### src/rtl/hazard_ctrl_if.sv
// Hazard controller bundle: decode/ID-EX status in, pipeline hold/flush controls out.
// The pipeline side uses master; the controller uses slave.
interface hazard_ctrl_if #(
  parameter int CNT_W = 16
);
  logic [4:0]       rs_id;
  logic [4:0]       rt_id;
  logic             uses_rt_id;
  logic             mem_read_id_ex;
  logic [4:0]       wr_num_id_ex;
  logic             md_id_ex;
  logic             branch_taken_ex;
  logic             pc_we;
  logic             if_id_we;
  logic             flush_if_id;
  logic             stall_id_ex;
  logic             flush_id_ex;
  logic             bubble_ex_mem;
  logic             md_done;
  logic [CNT_W-1:0] stall_cnt;

  modport master (
    output rs_id, rt_id, uses_rt_id, mem_read_id_ex, wr_num_id_ex, md_id_ex, branch_taken_ex,
    input  pc_we, if_id_we, flush_if_id, stall_id_ex, flush_id_ex, bubble_ex_mem, md_done, stall_cnt
  );

  modport slave (
    input  rs_id, rt_id, uses_rt_id, mem_read_id_ex, wr_num_id_ex, md_id_ex, branch_taken_ex,
    output pc_we, if_id_we, flush_if_id, stall_id_ex, flush_id_ex, bubble_ex_mem, md_done, stall_cnt
  );
endinterface

### src/rtl/hazard_ctrl.sv
// Pipeline hazard controller: load-use bubbles, taken-branch squash, and
// front-end freeze while a multi-cycle mult/div occupies EX.
//
// state   | meaning
// RUN     | normal issue; branch / mult-div entry / load-use checked in priority order
// MD_BUSY | mult/div in EX; freeze while cnt != 0, release cycle when cnt == 0
module hazard_ctrl #(
  parameter int MD_CYCLES = 4,
  parameter int CNT_W     = 16
) (
  input  logic          clk,
  input  logic          rst_n,
  hazard_ctrl_if.slave  hz
);

  localparam int CW = $clog2(MD_CYCLES);
  // Entry cycle is the first freeze, so the counter covers the remaining MD_CYCLES-2.
  localparam logic [CW-1:0] CNT_LOAD = CW'(MD_CYCLES - 2);

  typedef enum logic {RUN, MD_BUSY} state_t;

  state_t           state, state_nxt;
  logic [CW-1:0]    cnt, cnt_nxt;
  logic [CNT_W-1:0] stall_cnt;
  logic             load_use;

  assign load_use = hz.mem_read_id_ex && (hz.wr_num_id_ex != 5'd0) &&
                    ((hz.wr_num_id_ex == hz.rs_id) ||
                     (hz.uses_rt_id && (hz.wr_num_id_ex == hz.rt_id)));

  assign hz.stall_cnt = stall_cnt;

  always_ff @(posedge clk) begin
    if (!rst_n) begin
      state     <= RUN;
      cnt       <= '0;
      stall_cnt <= '0;
    end else begin
      state <= state_nxt;
      cnt   <= cnt_nxt;
      if (!hz.pc_we && (stall_cnt != '1))
        stall_cnt <= stall_cnt + CNT_W'(1);
    end
  end

  always_comb begin
    hz.pc_we         = 1'b1;
    hz.if_id_we      = 1'b1;
    hz.flush_if_id   = 1'b0;
    hz.stall_id_ex   = 1'b0;
    hz.flush_id_ex   = 1'b0;
    hz.bubble_ex_mem = 1'b0;
    hz.md_done       = 1'b0;
    state_nxt        = state;
    cnt_nxt          = cnt;

    if (!rst_n) begin
      hz.pc_we         = 1'b0;
      hz.if_id_we      = 1'b0;
      hz.flush_if_id   = 1'b1;
      hz.flush_id_ex   = 1'b1;
      hz.bubble_ex_mem = 1'b1;
      state_nxt        = RUN;
      cnt_nxt          = '0;
    end else begin
      case (state)
        RUN: begin
          if (hz.branch_taken_ex) begin
            hz.flush_if_id = 1'b1;
            hz.flush_id_ex = 1'b1;
          end else if (hz.md_id_ex) begin
            hz.pc_we         = 1'b0;
            hz.if_id_we      = 1'b0;
            hz.stall_id_ex   = 1'b1;
            hz.bubble_ex_mem = 1'b1;
            cnt_nxt          = CNT_LOAD;
            state_nxt        = MD_BUSY;
          end else if (load_use) begin
            hz.pc_we       = 1'b0;
            hz.if_id_we    = 1'b0;
            hz.flush_id_ex = 1'b1;
          end
        end
        MD_BUSY: begin
          if (cnt != '0) begin
            hz.pc_we         = 1'b0;
            hz.if_id_we      = 1'b0;
            hz.stall_id_ex   = 1'b1;
            hz.bubble_ex_mem = 1'b1;
            cnt_nxt          = cnt - CW'(1);
          end else begin
            // md_id_ex is still high here (the op leaves ID/EX at this edge) and must not re-trigger.
            hz.md_done = 1'b1;
            state_nxt  = RUN;
            if (load_use) begin
              hz.pc_we       = 1'b0;
              hz.if_id_we    = 1'b0;
              hz.flush_id_ex = 1'b1;
            end
          end
        end
        default: begin
          state_nxt = RUN;
          cnt_nxt   = '0;
        end
      endcase
    end
  end

endmodule

### src/flat_wrapper.sv
// flat-port wrapper written by rule: the top's interface ports become plain ports
module hazard_ctrl_flat 
#(
  parameter int MD_CYCLES = 4,
  parameter int CNT_W     = 16
)
  (clk, rst_n, hz_rs_id, hz_rt_id, hz_uses_rt_id, hz_mem_read_id_ex, hz_wr_num_id_ex, hz_md_id_ex, hz_branch_taken_ex, hz_pc_we, hz_if_id_we, hz_flush_if_id, hz_stall_id_ex, hz_flush_id_ex, hz_bubble_ex_mem, hz_md_done, hz_stall_cnt);
  hazard_ctrl_if #(.CNT_W(CNT_W)) hz_i ();
  input  logic clk;
  input  logic rst_n;
  input wire logic [$bits(hz_i.rs_id)-1:0] hz_rs_id;
  input wire logic [$bits(hz_i.rt_id)-1:0] hz_rt_id;
  input wire logic [$bits(hz_i.uses_rt_id)-1:0] hz_uses_rt_id;
  input wire logic [$bits(hz_i.mem_read_id_ex)-1:0] hz_mem_read_id_ex;
  input wire logic [$bits(hz_i.wr_num_id_ex)-1:0] hz_wr_num_id_ex;
  input wire logic [$bits(hz_i.md_id_ex)-1:0] hz_md_id_ex;
  input wire logic [$bits(hz_i.branch_taken_ex)-1:0] hz_branch_taken_ex;
  output wire logic [$bits(hz_i.pc_we)-1:0] hz_pc_we;
  output wire logic [$bits(hz_i.if_id_we)-1:0] hz_if_id_we;
  output wire logic [$bits(hz_i.flush_if_id)-1:0] hz_flush_if_id;
  output wire logic [$bits(hz_i.stall_id_ex)-1:0] hz_stall_id_ex;
  output wire logic [$bits(hz_i.flush_id_ex)-1:0] hz_flush_id_ex;
  output wire logic [$bits(hz_i.bubble_ex_mem)-1:0] hz_bubble_ex_mem;
  output wire logic [$bits(hz_i.md_done)-1:0] hz_md_done;
  output wire logic [$bits(hz_i.stall_cnt)-1:0] hz_stall_cnt;
  assign hz_i.rs_id = hz_rs_id;
  assign hz_i.rt_id = hz_rt_id;
  assign hz_i.uses_rt_id = hz_uses_rt_id;
  assign hz_i.mem_read_id_ex = hz_mem_read_id_ex;
  assign hz_i.wr_num_id_ex = hz_wr_num_id_ex;
  assign hz_i.md_id_ex = hz_md_id_ex;
  assign hz_i.branch_taken_ex = hz_branch_taken_ex;
  assign hz_pc_we = hz_i.pc_we;
  assign hz_if_id_we = hz_i.if_id_we;
  assign hz_flush_if_id = hz_i.flush_if_id;
  assign hz_stall_id_ex = hz_i.stall_id_ex;
  assign hz_flush_id_ex = hz_i.flush_id_ex;
  assign hz_bubble_ex_mem = hz_i.bubble_ex_mem;
  assign hz_md_done = hz_i.md_done;
  assign hz_stall_cnt = hz_i.stall_cnt;
  hazard_ctrl #(.MD_CYCLES(MD_CYCLES), .CNT_W(CNT_W)) u_core (.clk(clk), .rst_n(rst_n), .hz(hz_i));
endmodule
### config.mk
export PLATFORM = sky130hd
export DESIGN_NAME = hazard_ctrl_flat
export DESIGN_NICKNAME = d
export VERILOG_FILES = /design/src/rtl/hazard_ctrl_if.sv /design/src/rtl/hazard_ctrl.sv /design/src/flat_wrapper.sv
export SDC_FILE = /design/constraint.sdc
export NUM_CORES = 1
export LEC_CHECK = 0
export ABC_AREA = 1
export BUFFER_PORTS_ARGS = -buffer_cell sky130_fd_sc_hd__buf_2
export CORE_MARGIN = 2
export CORE_UTILIZATION = 50
export DETAILED_ROUTE_END_ITERATION = 12
export PLACE_DENSITY_LB_ADDON = 0.3
export SYNTH_ARGS = -nofsm -noshare
export SYNTH_HDL_FRONTEND = slang
export SYNTH_SLANG_ARGS = --single-unit
### constraint.sdc
create_clock -name clk -period 2.3 [get_ports clk]
set_input_delay 0.46 -clock clk [delete_from_list [all_inputs] [get_ports clk]]
set_output_delay 0.46 -clock clk [all_outputs]
set_load 0.05 [all_outputs]
Word-level counts from Yosys, hierarchy flattened
Cells that the tools add are included.

Input bits: 21. Bits in registers: 19. Output and inout bits: 23.

Eq/ne operators: 6. Mux-type cells: 28. Add/sub/neg operators: 2. Bitwise operators: 1. Reductions and logical operators: 9.

Operator list (count): 1-bit two-way mux (21); 16-bit by 1-bit adder with 16-bit output, second input constant (1); 16-bit != test, second input constant (1); 5-bit equality test (2); 2-bit two-way mux (3); 2-bit != test, second input constant (3); 1-bit one-hot mux with 2 select lines (3); 5-bit nonzero test (1); 1-bit logical AND (4); 2-bit one-hot mux with 2 select lines (1); 3-bit AND reduction (1); 2-bit nonzero test (1); 2-bit by 1-bit subtractor with 2-bit output, second input constant (1); 1-bit zero test (1); 1-bit logical OR (1); 1-bit inverter (1).

Logic depth before layout (Yosys ltp)
Depth after elaboration: 11. Gate-level depth with buffers: 12. Depth with buffers taken out: 11.

Worst setup path after synthesis
No wires, ideal clock.

Path kind: in2out. Start: input port rst_n. End: output port hz_flush_id_ex. Buffers on the path: 0. Stages on the path: 5. Arrival: 2308 ps. Required time: 1840 ps. Slack: -468 ps. Path through: clkinv_1 > nor2_1 > inv_1 > nor2_1 > a21oi_1.

Cells in the longest elaborated chain, start to end: 1.

Ends and longest elaborated chain: from (decl) (RTL line flat_wrapper.sv:10) `input logic rst_n;`; 1-bit two-way mux (RTL line hazard_ctrl.sv:57) `if (!rst_n) begin`; to (decl) (RTL line flat_wrapper.sv:22) `output wire logic [$bits(hz_i.flush_id_ex)-1:0] hz_flush_id_ex;`.

No other way between the ends.

Worst setup path after layout
Start: register u_core.cnt[0]. End: output port hz_if_id_we.

Cells in the longest elaborated chain, start to end: 4.

Ends and longest elaborated chain: from (decl) (RTL line hazard_ctrl.sv:23) `logic [CW-1:0] cnt, cnt_nxt;`; from (signal assigned) (RTL line hazard_ctrl.sv:40) `cnt <= cnt_nxt;`; 2-bit nonzero test (RTL line hazard_ctrl.sv:85) `if (cnt != '0) begin`; 1-bit two-way mux (RTL line hazard_ctrl.sv:85); 1-bit one-hot mux with 2 select lines (RTL line hazard_ctrl.sv:66) `case (state)`; 1-bit two-way mux (RTL line hazard_ctrl.sv:57); to (decl) (RTL line flat_wrapper.sv:19) `output wire logic [$bits(hz_i.if_id_we)-1:0] hz_if_id_we;`.

No other way between the ends.

==> flow_summary.toml <==
[detailed_routing]
detail_route.first_pass.iterations = 4
drc_errors = 0
dr.first_iter.drc_count = 32
final_antenna_net_count = 0
wl_per_cell_um = 10.44
route.vias.total = 1418
postRouteWirelength_um = 2933
via_per_inst = 5.046

[pwr]
internal-power_mw = 0.4570
power.switching_mw = 0.2474
peakVddDrop_uv = 503.7
p_per_area_nw_per_um2 = 440.5
p_comb_share_pct = 25.4
power.leakage_nw = 0.7583
netSwitchingFraction_pct = 35.13
seqPwrFrac_pct = 49.4
clkPwrFrac_pct = 25.2

[place]
place_congestion = 0.8457
dpl.hpwl_um = 2320
dp_slack_ps = 227.9
portBuffers = 43

[floorplan]
die_w_um = 55.65
die_y_um = 55.65
rows = 18
ios = 44
die-area_um2 = 3097
coreArea_um2 = 2500
initial_utilization_pct = 53.35

[setup_path]
worstPathRequired_ps = 1840
critPathLaunchType = "flop"
r2r_start = "u_core.hz.stall_cnt[0]"
critical_path.top_delay_family = "buffers and inverters"
crit_chain = "inv_1 > ha_1 > nand2_1 > o21ai_0 > nor2_1 > nor2_1 > nand2_1 > inv_2 > buf_2"
startpoint = "u_core.cnt[0]"
slowest_stage = "dfxtp_1"
crit_type = "flop to output port"
crit_arrival_ps = 1660
cp-end-kind = "output port"
cp_num_buf_inv = 3
worstPathMaxFanout = 3
critical_path.endpoint = "hz_if_id_we"
slowest_delay_ps = 310
worst_r2r_path_depth = 8
rr_endpoint = "u_core.hz.stall_cnt[0]"
rrSetupSlack_ps = 200
critical_path_cell_count = 9

[finish]
fin_nets = 275
fin_util_pct = 63.96
drive_above_1_share_pct = 27.49
n_antenna_cell = 0
area_delta_synth_final_pct = 19.89

[synth]
avgSynthCellArea_um2 = 6.443
ys_warn_count = 0
ys_seq_area_share_pct = 28.52
synth_edf_count = 0
synth_area_leaders = "dfxtp_1 (29%), nand2_1 (16%), nand3_1 (10%), inv_1 (7.6%), a21oi_2 (6.6%)"
syn_area_um2 = 1334
synthArstFlopShare_pct = 0
synth_top_area_share_pct = 28.52
synth_top_flop_cell = "dfxtp_1"
synth_seq_cells = 19
synth_nets = 230
yosysTopAreaCell = "dfxtp_1"
synthDistinctLibCells = 25
syn_inst = 207

[clock_network]
clkSlewWorstSetupHoldPaths_ps = 120
clockBufferDepth = 2
cts-root-buf = "clkbuf_4"
tritoncts = "done"
clock-sinks = 19
h-tree-depth = 1
clk_latency_ps = 310
cts_inserted_buffers = 3

[sta]
slew_violations = 0
setup_ws_ps = 184.0
worst_pin_slew_ps = 376.2
max_freq_ghz = 0.4726
relSlewSlack_pct = 74.92
setup_tns_ps = 0
setup_viol = 0
finalClockSkew_ps = 14.37
rsz0062_at_grt = "true"
fin_crit_ps = 2116
period_share_pct = 92.00
finalHoldViolCount = 0

[global_route]
grt_pass1_wl_um = 5278
overflow = 0
grt_antenna_before_repair = 0
grt_pass1_vias = 1314
grtUsageTotal_pct = 20.38
grt_start_max_net_pins = 19

[run_status]
outcome = "finished, final reports clean"

[job]
drv_cap = 0

[worst_hold_path]
hold_path_class = "input port to flop"
## sequential cells by signal, summed over array words and instances (netlist names)
signal,flops
u_core.state,1
u_core.cnt,2
u_core.hz.stall_cnt,16
## cells by family (layout without fill, tap and decap cells)
kind of cell | after synthesis | in the layout | share of synthesized area, %
and+or+nand+nor | 116 | 116 | 37.71
buffers and inverters | 34 | 78 | 11.35
AOI/OAI and AO/OA | 21 | 21 | 10.69
DFF | 19 | 19 | 28.52
xor gates and xnor gates | 15 | 15 | 9.850
adders and majority gates | 2 | 2 | 1.876
## area by class of cell
class	count	area, µm²
clock inverter	1	5.005
timing repair buffer	46	237.7
clock buffer	3	22.52
fill	246	900.9
sequential	19	382.9
multi-input combinational	154	808.3
tap	30	37.54
inverter	28	105.1
## cell usage in the layout, fill, tap and decap left out, types with 2 or more instances in the layout
master / synthesis / layout
ha_1: 2 / 2
clkbuf_4: 0 / 3
o21ai_0: 4 / 4
nand3_1: 27 / 27
dfxtp_2: 0 / 2
a21oi_1: 7 / 6
nor2_2: 1 / 2
nand2_1: 57 / 57
nor2_1: 20 / 19
nand4_1: 3 / 3
buf_2: 1 / 43
dfxtp_1: 19 / 17
inv_1: 27 / 26
nor3_1: 4 / 4
xnor2_1: 7 / 7
xor2_1: 8 / 8
buf_4: 1 / 3
a21oi_2: 10 / 11
## synthesized netlist by cell type (2+ instances only)
| cell type | n |
|---|---|
| o21ai_0 | 4 |
| dfxtp_1 | 19 |
| nand3_1 | 27 |
| a21oi_2 | 10 |
| nand4_1 | 3 |
| nor3_1 | 4 |
| nand2_1 | 57 |
| nor2_1 | 20 |
| a21oi_1 | 7 |
| inv_1 | 27 |
| ha_1 | 2 |
| xor2_1 | 8 |
| xnor2_1 | 7 |
## worst min-delay path by stage
stage / from / to / slack [ps] / cells past startpoint
floorplan: u_core.cnt[1] / u_core.cnt[1] / 450 / 2
global placement: u_core.cnt[1] / u_core.cnt[1] / 470 / 2
detailed placement: u_core.cnt[1] / u_core.cnt[1] / 470 / 2
CTS: rst_n / u_core.hz.stall_cnt[0] / 360 / 3
global route: rst_n / u_core.hz.stall_cnt[0] / 370 / 3
finish: rst_n / u_core.hz.stall_cnt[0] / 370 / 3
## worst register-to-register path, stage by stage (launching register included)
cell	delay, ps
dfxtp_2	400
ha_1	200
nand3_1	130
nor2_2	210
nand3_2	110
or3_1	500
buf_4	250
a21oi_1	140
nor2_1	60
## power groups by stage
| stage | sequential [mW] | combinational, mW | clock (mW) |
|---|---|---|---|
| floorplan | 0.371 | 0.117 | 0 |
| global placement | 0.355 | 0.178 | 0 |
| detailed placement | 0.355 | 0.180 | 0 |
| CTS | 0.348 | 0.181 | 0.184 |
| global route | 0.350 | 0.199 | 0.192 |
| finish | 0.348 | 0.179 | 0.177 |
## per-layer routing
metal,share of wire (%),vias to the layer above,global-route usage (%)
met2,48,36,36.73
met4,0.61,0,4.878
met3,5.7,4,4.651
met1,46,636,24.32
li1,-,742,-
met5,0,-,0
## what timing repair did
| action | 4_1_cts | 5_1_grt |
|---|---|---|
| endpoints found under the setup margin | 0 | 2 |
| gates resized for setup | 0 | 0 |
| hold endpoints to repair | 0 | 0 |
| setup buffers | 0 | 0 |
| hold buffers | 0 | 0 |
## stage by stage
| stage | cells | instance area [µm²] | power, mW | hold WS, ps |
|---|---|---|---|---|
| 6_report | 281 | 1599 | 0.7044 | 373.2 |
| 2_1_floorplan | 207 | 1343 | 0.4881 | 454.4 |
| 4_1_cts | 281 | 1599 | 0.7123 | 364.1 |
| 3_5_place_dp | 277 | 1572 | 0.5352 | 473.3 |
| 3_3_place_gp | 277 | 1572 | 0.5324 | 474.7 |
| 5_1_grt | 281 | 1599 | 0.7421 | 372.0 |
Power figures use the tool's default switching activity.
